File: src/rtl/mmio_input_port_pkg.sv
`default_nettype none
// ============================================================================
// mmio_pkg : shared addresses, word field positions and input numbering
// Rev 1.0  initial release
// ============================================================================
package mmio_pkg;

   localparam int STATUS_ADDR = 97;
   localparam int EVENT_ADDR  = 98;
   localparam int RNG_ADDR    = 99;

   localparam int NUM_INPUTS = 6;
   localparam int IDX_BTNL   = 0;
   localparam int IDX_SW0    = 1;

   localparam int EVT_VALID_BIT = 31;
   localparam int EVT_LEVEL_BIT = 8;
   localparam int EVT_IDX_LSB   = 0;
   localparam int EVT_IDX_W     = 3;

   localparam int STAT_OVF_BIT = 16;
   localparam int STAT_CNT_LSB = 8;
   localparam int STAT_CNT_W   = 3;
   localparam int STAT_LVL_LSB = 0;

   function automatic logic [31:0] make_event(input logic level, input logic [EVT_IDX_W-1:0] idx);
      logic [31:0] w;
      w                              = '0;
      w[EVT_VALID_BIT]               = 1'b1;
      w[EVT_LEVEL_BIT]               = level;
      w[EVT_IDX_LSB +: EVT_IDX_W]    = idx;
      return w;
   endfunction

   function automatic logic [31:0] make_status(input logic ovf, input logic [STAT_CNT_W-1:0] cnt,
                                               input logic [NUM_INPUTS-1:0] lv);
      logic [31:0] w;
      w                              = '0;
      w[STAT_OVF_BIT]                = ovf;
      w[STAT_CNT_LSB +: STAT_CNT_W]  = cnt;
      w[STAT_LVL_LSB +: NUM_INPUTS]  = lv;
      return w;
   endfunction

endpackage
`default_nettype wire

File: src/rtl/mmio_input_port_if.sv
`default_nettype none
// ============================================================================
// mmio_input_port_if : dmem-side bus of the input peripheral
// Rev 1.0  initial release
// ============================================================================
interface mmio_input_port_if;
   logic [31:0] addr;
   logic        rd_en;
   logic        wr_en;
   logic [31:0] rd_data;
   logic        event_pending;

   modport master (output addr, rd_en, wr_en, input rd_data, event_pending);
   modport slave  (input addr, rd_en, wr_en, output rd_data, event_pending);
endinterface
`default_nettype wire

File: src/rtl/mmio_input_port_debouncer.sv
`default_nettype none
// ============================================================================
// debouncer : two-flop synchronizer plus counter debounce for one raw input
// Rev 1.0  initial release
// ============================================================================
module debouncer #(
   parameter int DEBOUNCE_CYCLES = 250000
) (
   input  wire  clk,
   input  wire  rst,
   input  wire  raw,
   output logic stable,
   output logic change
);
   localparam int CW = (DEBOUNCE_CYCLES > 1) ? $clog2(DEBOUNCE_CYCLES) : 1;
   localparam logic [CW-1:0] CNT_LAST = CW'(DEBOUNCE_CYCLES - 1);

   logic          meta;
   logic          sync;
   logic [CW-1:0] cnt;

   // one-cycle strobe on the edge where the new level is accepted
   assign change = (sync != stable) && (cnt == CNT_LAST);

   always_ff @(posedge clk) begin
      if (rst) begin
         meta   <= 1'b0;
         sync   <= 1'b0;
         stable <= 1'b0;
         cnt    <= '0;
      end else begin
         meta <= raw;
         sync <= meta;
         if (sync == stable || change)
            cnt <= '0;
         else
            cnt <= cnt + CW'(1);
         if (change)
            stable <= sync;
      end
   end
endmodule
`default_nettype wire

File: src/rtl/mmio_input_port.sv
`default_nettype none
// ============================================================================
// mmio_input_port : debounced button/switch levels with an event FIFO on dmem
// Rev 1.0  initial release
// ============================================================================
module mmio_input_port #(
   parameter int DEBOUNCE_CYCLES = 250000,
   parameter int FIFO_DEPTH      = 4,
   parameter int STATUS_ADDR     = mmio_pkg::STATUS_ADDR,
   parameter int EVENT_ADDR      = mmio_pkg::EVENT_ADDR
) (
   input  wire              clock,
   input  wire              reset,
   input  wire              BTNL,
   input  wire  [4:0]       SW,
   mmio_input_port_if.slave bus
);
   localparam int NIN = mmio_pkg::NUM_INPUTS;
   localparam int AW  = $clog2(FIFO_DEPTH);

   logic [NIN-1:0] raw, stable, change, pend, grant;
   logic [2:0]     sel_idx;
   logic [31:0]    ev_word;
   logic [31:0]    mem [FIFO_DEPTH];
   logic [AW:0]    wptr, rptr, count;
   logic           ovf, empty, full, ev_sel, push, pop, flush, do_write;

   assign raw = {SW, BTNL};

   generate
      for (genvar i = 0; i < NIN; i++) begin : g_deb
         debouncer #(.DEBOUNCE_CYCLES(DEBOUNCE_CYCLES)) u_deb (
            .clk    (clock),
            .rst    (reset),
            .raw    (raw[i]),
            .stable (stable[i]),
            .change (change[i])
         );
      end
   endgenerate

   // lowest pending index wins; grant isolates its bit
   always_comb begin
      sel_idx = '0;
      for (int i = NIN - 1; i >= 0; i--)
         if (pend[i]) sel_idx = 3'(i);
   end
   assign grant   = pend & (~pend + NIN'(1));
   assign push    = |pend;
   assign ev_word = mmio_pkg::make_event(stable[sel_idx], sel_idx);

   assign count    = wptr - rptr;
   assign empty    = (count == '0);
   assign full     = (count == (AW+1)'(FIFO_DEPTH));
   assign ev_sel   = (bus.addr == 32'(EVENT_ADDR));
   assign pop      = bus.rd_en && ev_sel && !empty;
   assign flush    = bus.wr_en && ev_sel;
   assign do_write = push && (!full || pop) && !flush;

   always_ff @(posedge clock) begin
      if (reset) begin
         pend <= '0;
         ovf  <= 1'b0;
         wptr <= '0;
         rptr <= '0;
      end else begin
         pend <= (pend & ~grant) | change;
         if (flush) begin
            wptr <= '0;
            rptr <= '0;
            ovf  <= 1'b0;
         end else begin
            if (do_write) wptr <= wptr + (AW+1)'(1);
            if (pop)      rptr <= rptr + (AW+1)'(1);
            if (push && full && !pop) ovf <= 1'b1;
         end
      end
   end

   // when full, a simultaneous pop frees the very slot being written
   always_ff @(posedge clock) begin
      if (do_write) mem[wptr[AW-1:0]] <= ev_word;
   end

   always_comb begin
      bus.rd_data = '0;
      if (bus.addr == 32'(STATUS_ADDR))
         bus.rd_data = mmio_pkg::make_status(ovf, 3'(count), stable);
      else if (ev_sel && !empty)
         bus.rd_data = mem[rptr[AW-1:0]];
   end

   assign bus.event_pending = !empty;
endmodule
`default_nettype wire

File: src/flat_wrapper.sv
// flat-port wrapper written by rule: the top's interface ports become plain ports
module mmio_input_port_flat 
#(
   parameter int DEBOUNCE_CYCLES = 250000,
   parameter int FIFO_DEPTH      = 4,
   parameter int STATUS_ADDR     = mmio_pkg::STATUS_ADDR,
   parameter int EVENT_ADDR      = mmio_pkg::EVENT_ADDR
)
  (clock, reset, BTNL, SW, bus_addr, bus_rd_en, bus_wr_en, bus_rd_data, bus_event_pending);
  mmio_input_port_if bus_i ();
  input  wire clock;
  input  wire reset;
  input  wire BTNL;
  input  wire  [4:0] SW;
  input wire logic [$bits(bus_i.addr)-1:0] bus_addr;
  input wire logic [$bits(bus_i.rd_en)-1:0] bus_rd_en;
  input wire logic [$bits(bus_i.wr_en)-1:0] bus_wr_en;
  output wire logic [$bits(bus_i.rd_data)-1:0] bus_rd_data;
  output wire logic [$bits(bus_i.event_pending)-1:0] bus_event_pending;
  assign bus_i.addr = bus_addr;
  assign bus_i.rd_en = bus_rd_en;
  assign bus_i.wr_en = bus_wr_en;
  assign bus_rd_data = bus_i.rd_data;
  assign bus_event_pending = bus_i.event_pending;
  mmio_input_port #(.DEBOUNCE_CYCLES(DEBOUNCE_CYCLES), .FIFO_DEPTH(FIFO_DEPTH), .STATUS_ADDR(STATUS_ADDR), .EVENT_ADDR(EVENT_ADDR)) u_core (.clock(clock), .reset(reset), .BTNL(BTNL), .SW(SW), .bus(bus_i));
endmodule
File: config.mk
export PLATFORM = sky130hd
export DESIGN_NAME = mmio_input_port_flat
export DESIGN_NICKNAME = d
export VERILOG_FILES = /design/src/rtl/mmio_input_port_pkg.sv /design/src/rtl/mmio_input_port_if.sv /design/src/rtl/mmio_input_port_debouncer.sv /design/src/rtl/mmio_input_port.sv /design/src/flat_wrapper.sv
export SDC_FILE = /design/constraint.sdc
export NUM_CORES = 1
export LEC_CHECK = 0
export ABC_AREA = 1
export CORE_ASPECT_RATIO = 1.1
export CORE_MARGIN = 2
export CORE_UTILIZATION = 35
export CTS_CLUSTER_SIZE = 16
export DETAILED_ROUTE_END_ITERATION = 10
export SETUP_SLACK_MARGIN = 0.05
export SYNTH_ARGS = -nofsm -noshare
export SYNTH_HDL_FRONTEND = slang
export SYNTH_HIERARCHICAL = 1
export SYNTH_SLANG_ARGS = --single-unit
File: constraint.sdc
create_clock -name clock -period 6.2 [get_ports clock]
set_clock_uncertainty 0.05 [all_clocks]
set_input_delay 0.93 -clock clock [delete_from_list [all_inputs] [get_ports clock]]
set_output_delay 0.93 -clock clock [all_outputs]
set_load 0.02 [all_outputs]
==> results by group <==
CTS
  • TritonCTS clock tree: built
  • Worst-path clk slew: 0.06 ns
  • H-tree depth: 4
  • CTS Sinks: between 150 and 200
  • Worst-case clock buffer depth: 2
  • Total CTS buffers: 17
  • Hold_buf cts: 0
  • PostCTS Resize Cnt: 0
  • Clk_lat worst skew: between 0.4 and 0.5 ns
  • Post-CTS setup buffers: 0
  • CTS root buffer: clkbuf_16

Critical path
  • Crit path capture: bus_rd_data[1]
  • R2R Path Start: u_core/wptr[0]
  • Worst EP arrival: 2.96 ns
  • Setup crit start kind: input pin
  • R2r endpoint: u_core/mem[1][1]
  • CP max FO: 10
  • Critical Path End Type: primary output
  • Critical Path Max Stage Delay: 0.63 ns
  • R2r setup slk: ~3.7 ns
  • Worst EP required: around 5.2 ns
  • Setup crit start: bus_addr[21]
  • Critical-path top delay cell: clkdlybuf4s50_1
  • Critical path class: input pin to primary output
  • Worst r2r path cells: 9
  • Worst-path cell chain: clkdlybuf4s50_1 -> nor2_1 -> nand2_1 -> nor2_1 -> nand2_1 -> inv_1 -> nand4_2 -> o21ai_0 -> clkdlybuf4s50_1

Power
  • Maximum VDD drop: 0.154 mV
  • Power share of the clock group: 49.5%
  • Switching Fraction: 20.1%
  • Psw: approximately 440 uW
  • P per Cell Area: 229 mW/mm^2
  • Flop pwr share: between 40% and 50%
  • Leakage: roughly 0.0034 uW
  • P_int: between 1500 and 2000 uW
  • Combinational share of power: under 10%

Yosys
  • Register bit total from synthesis: 157
  • Yosys Warn Count: 6
  • Yosys cell types: 30
  • Multiplexer area fraction after synthesis: 0%
  • Xor/xnor share of the synthesized area: 6.94%
  • Mapped Area: 0.00808 mm^2
  • Mapped Avg Cell Area: between 7 and 8 um^2
  • Largest family of logic cells by synthesized area: simple AND/OR/NAND/NOR gates
  • Post-synthesis sequential area ratio: 40.9%
  • Post-synthesis cell count: 1145
  • Synth Area in Compound Gates: 5.53%
  • Post-Synth Simple-Gate Area: roughly a third
  • Synth Area in Adders: 2.11%

Placed design
  • Cells after DPL: 1491
  • HPWL after DPL: between 10 and 15 mm
  • Placer Congestion: 0.835
  • Port bufs: 53

Die
  • Die area: 0.0243 mm^2
  • Num rows: 58
  • Starting Density: 35.4%
  • Boundary Pins: 75
  • Die height: 163 um
  • Die Wd: 149 um
  • Core ar.: 0.0228 mm^2

Timing
  • FMAX: 254 MHz
  • Worst slew pin tran: about 0.64 ns
  • Pins over their slew limit: 0
  • Max_slew headroom: ~57%
  • Final Cycle Share: 63.5%
  • RSZ-0062 raised after global routing: no
  • Count of final setup violators: 0
  • Final hold violation count: 0
  • Final worst path period need: 3.94 ns
  • Setup TNS Final: 0 ns

Min path
  • Hold Path Stages: 2
  • Hold path start: u_core/g_deb[2].u_deb/meta
  • Hold crit path type: register to register

Finish
  • Final Util: 41.5%
  • Commonest cells after routing, fill and taps aside: nor2_1 (264), nand2_1 (241), inv_1 (146)
  • Layout cells sized above 1: 8.10%
  • Final #Nets: 1265
  • Finished Layout Cells: 1522
  • Leading cell type in the layout, fill and taps excluded: nor2_1
  • ANT cells: 0
  • Area Growth Syn to Fin: 17.1%

Routing
  • Avg WL per Cell: 10.2 um
  • DRC violations left: 0
  • Vias: 6632
  • Detailed Route WL: between 15 and 20 mm
  • DR iter-0 viols: around 310
  • Drt first pass iters: 5
  • DRT antenna net count: 0
  • Via/cell ratio: between 4 and 5

Global route
  • Vias in the first global route: 6145
  • Initial antenna violation count: 0
  • Largest net degree at the start of global routing: 32
  • First-pass GRT wire length: 26.9 mm
  • Grt total ovfl: 0
  • GRT Total Usage: around an eighth

Status
  • Outcome: complete, no violations

Flow run
  • Max cap viols: 0
[worst max-delay path, delay by kind of cell]
| kind | cells | cell delay [ns] |
|---|---|---|
| AO/OA/AOI/OAI | 1 | 0.24 |
| buffers and inverters | 3 | 1.14 |
| AND/OR/NAND/NOR | 5 | 0.64 |
[metrics by stage]
step	setup slack [ns]	cell area, um^2	total power (uW)	hold WS, ns
2_1_floorplan	3.17	8150	1090	0.338
3_3_place_gp	2.27	8840	1120	0.343
3_5_place_dp	2.24	8840	1120	0.342
4_1_cts	2.23	9460	2200	0.349
5_1_grt	2.01	9460	2250	0.378
6_report	2.26	9460	2170	0.346
[layout make-up]
| class | count | area (um^2) |
|---|---|---|
| Clock buffer | 21 | 480 |
| Inverter | 152 | 571 |
| Fill cell | 2346 | 13300 |
| Multi-Input combinational cell | 828 | 4050 |
| Tap cell | 300 | 375 |
| Sequential cell | 157 | 3300 |
| Clock inverter | 10 | 138 |
| Timing Repair Buffer | 54 | 538 |
[state kept, by name, summed over array words and instances (netlist names), named ones only]
| register | flops |
|---|---|
| u_core/g_deb.u_deb/sync | 6 |
| u_core/g_deb.u_deb/meta | 6 |
| u_core/g_deb.u_deb/cnt | 108 |
| u_core/wptr | 3 |
| u_core/mem | 16 |
| u_core/pend | 6 |
| u_core/ovf | 1 |
| u_core/rptr | 3 |
| u_core/g_deb.u_deb/stable | 6 |
[synthesized netlist by cell type (all sizes together)]
cell type	number	area, um^2
a21oi	44	220
a31oi	1	6.26
buf	27	225
clkbuf	1	3.75
conb	1	3.75
dfxtp	141	2820
edfxtp	16	480
fa	1	20.0
ha	12	150
inv	152	571
nand2	256	1030
nand3	72	420
nand4	15	100
nor2	291	1190
nor3	1	5.00
nor3b	1	7.51
o21ai	39	195
o22ai	4	25.0
or2	6	37.5
xnor2	26	228
xor2	38	333
[worst min path at each step]
stage | endpoint | slack, ns
2_1_floorplan | u_core/g_deb[0].u_deb/sync | 0.34
6_report | u_core/g_deb[2].u_deb/sync | 0.35
5_1_grt | u_core/g_deb[3].u_deb/sync | 0.38
3_5_place_dp | u_core/g_deb[3].u_deb/sync | 0.34
3_3_place_gp | u_core/g_deb[5].u_deb/sync | 0.34
4_1_cts | u_core/g_deb[2].u_deb/sync | 0.35
[power by group through the flow]
stage          logic (uW)  registers [uW]  clock network (uW)
2_1_floorplan        41.4            1050                   0
3_3_place_gp         63.5            1050                   0
3_5_place_dp         64.1            1050                   0
4_1_cts              64.4            1030                1110
5_1_grt              70.9            1030                1150
6_report             63.5            1030                1070
[logic make-up after synthesis]
group	after synthesis
flip-flops	157
AND/OR/NAND/NOR	642
AO/OA/AOI/OAI	88
other	1
adder cells (fa/ha/maj)	13
XOR/XNOR	64
buffers and inverters	180
[per-layer routing]
layer | GRT usage, % | part of all wire [%]
met1 | 16.5 | 50
met2 | 23.2 | 48
met3 | 2.23 | 2.0
met4 | 4.94 | 0.74
met5 | 0 | 0
Note: power is estimated with default switching activity, not from simulation.
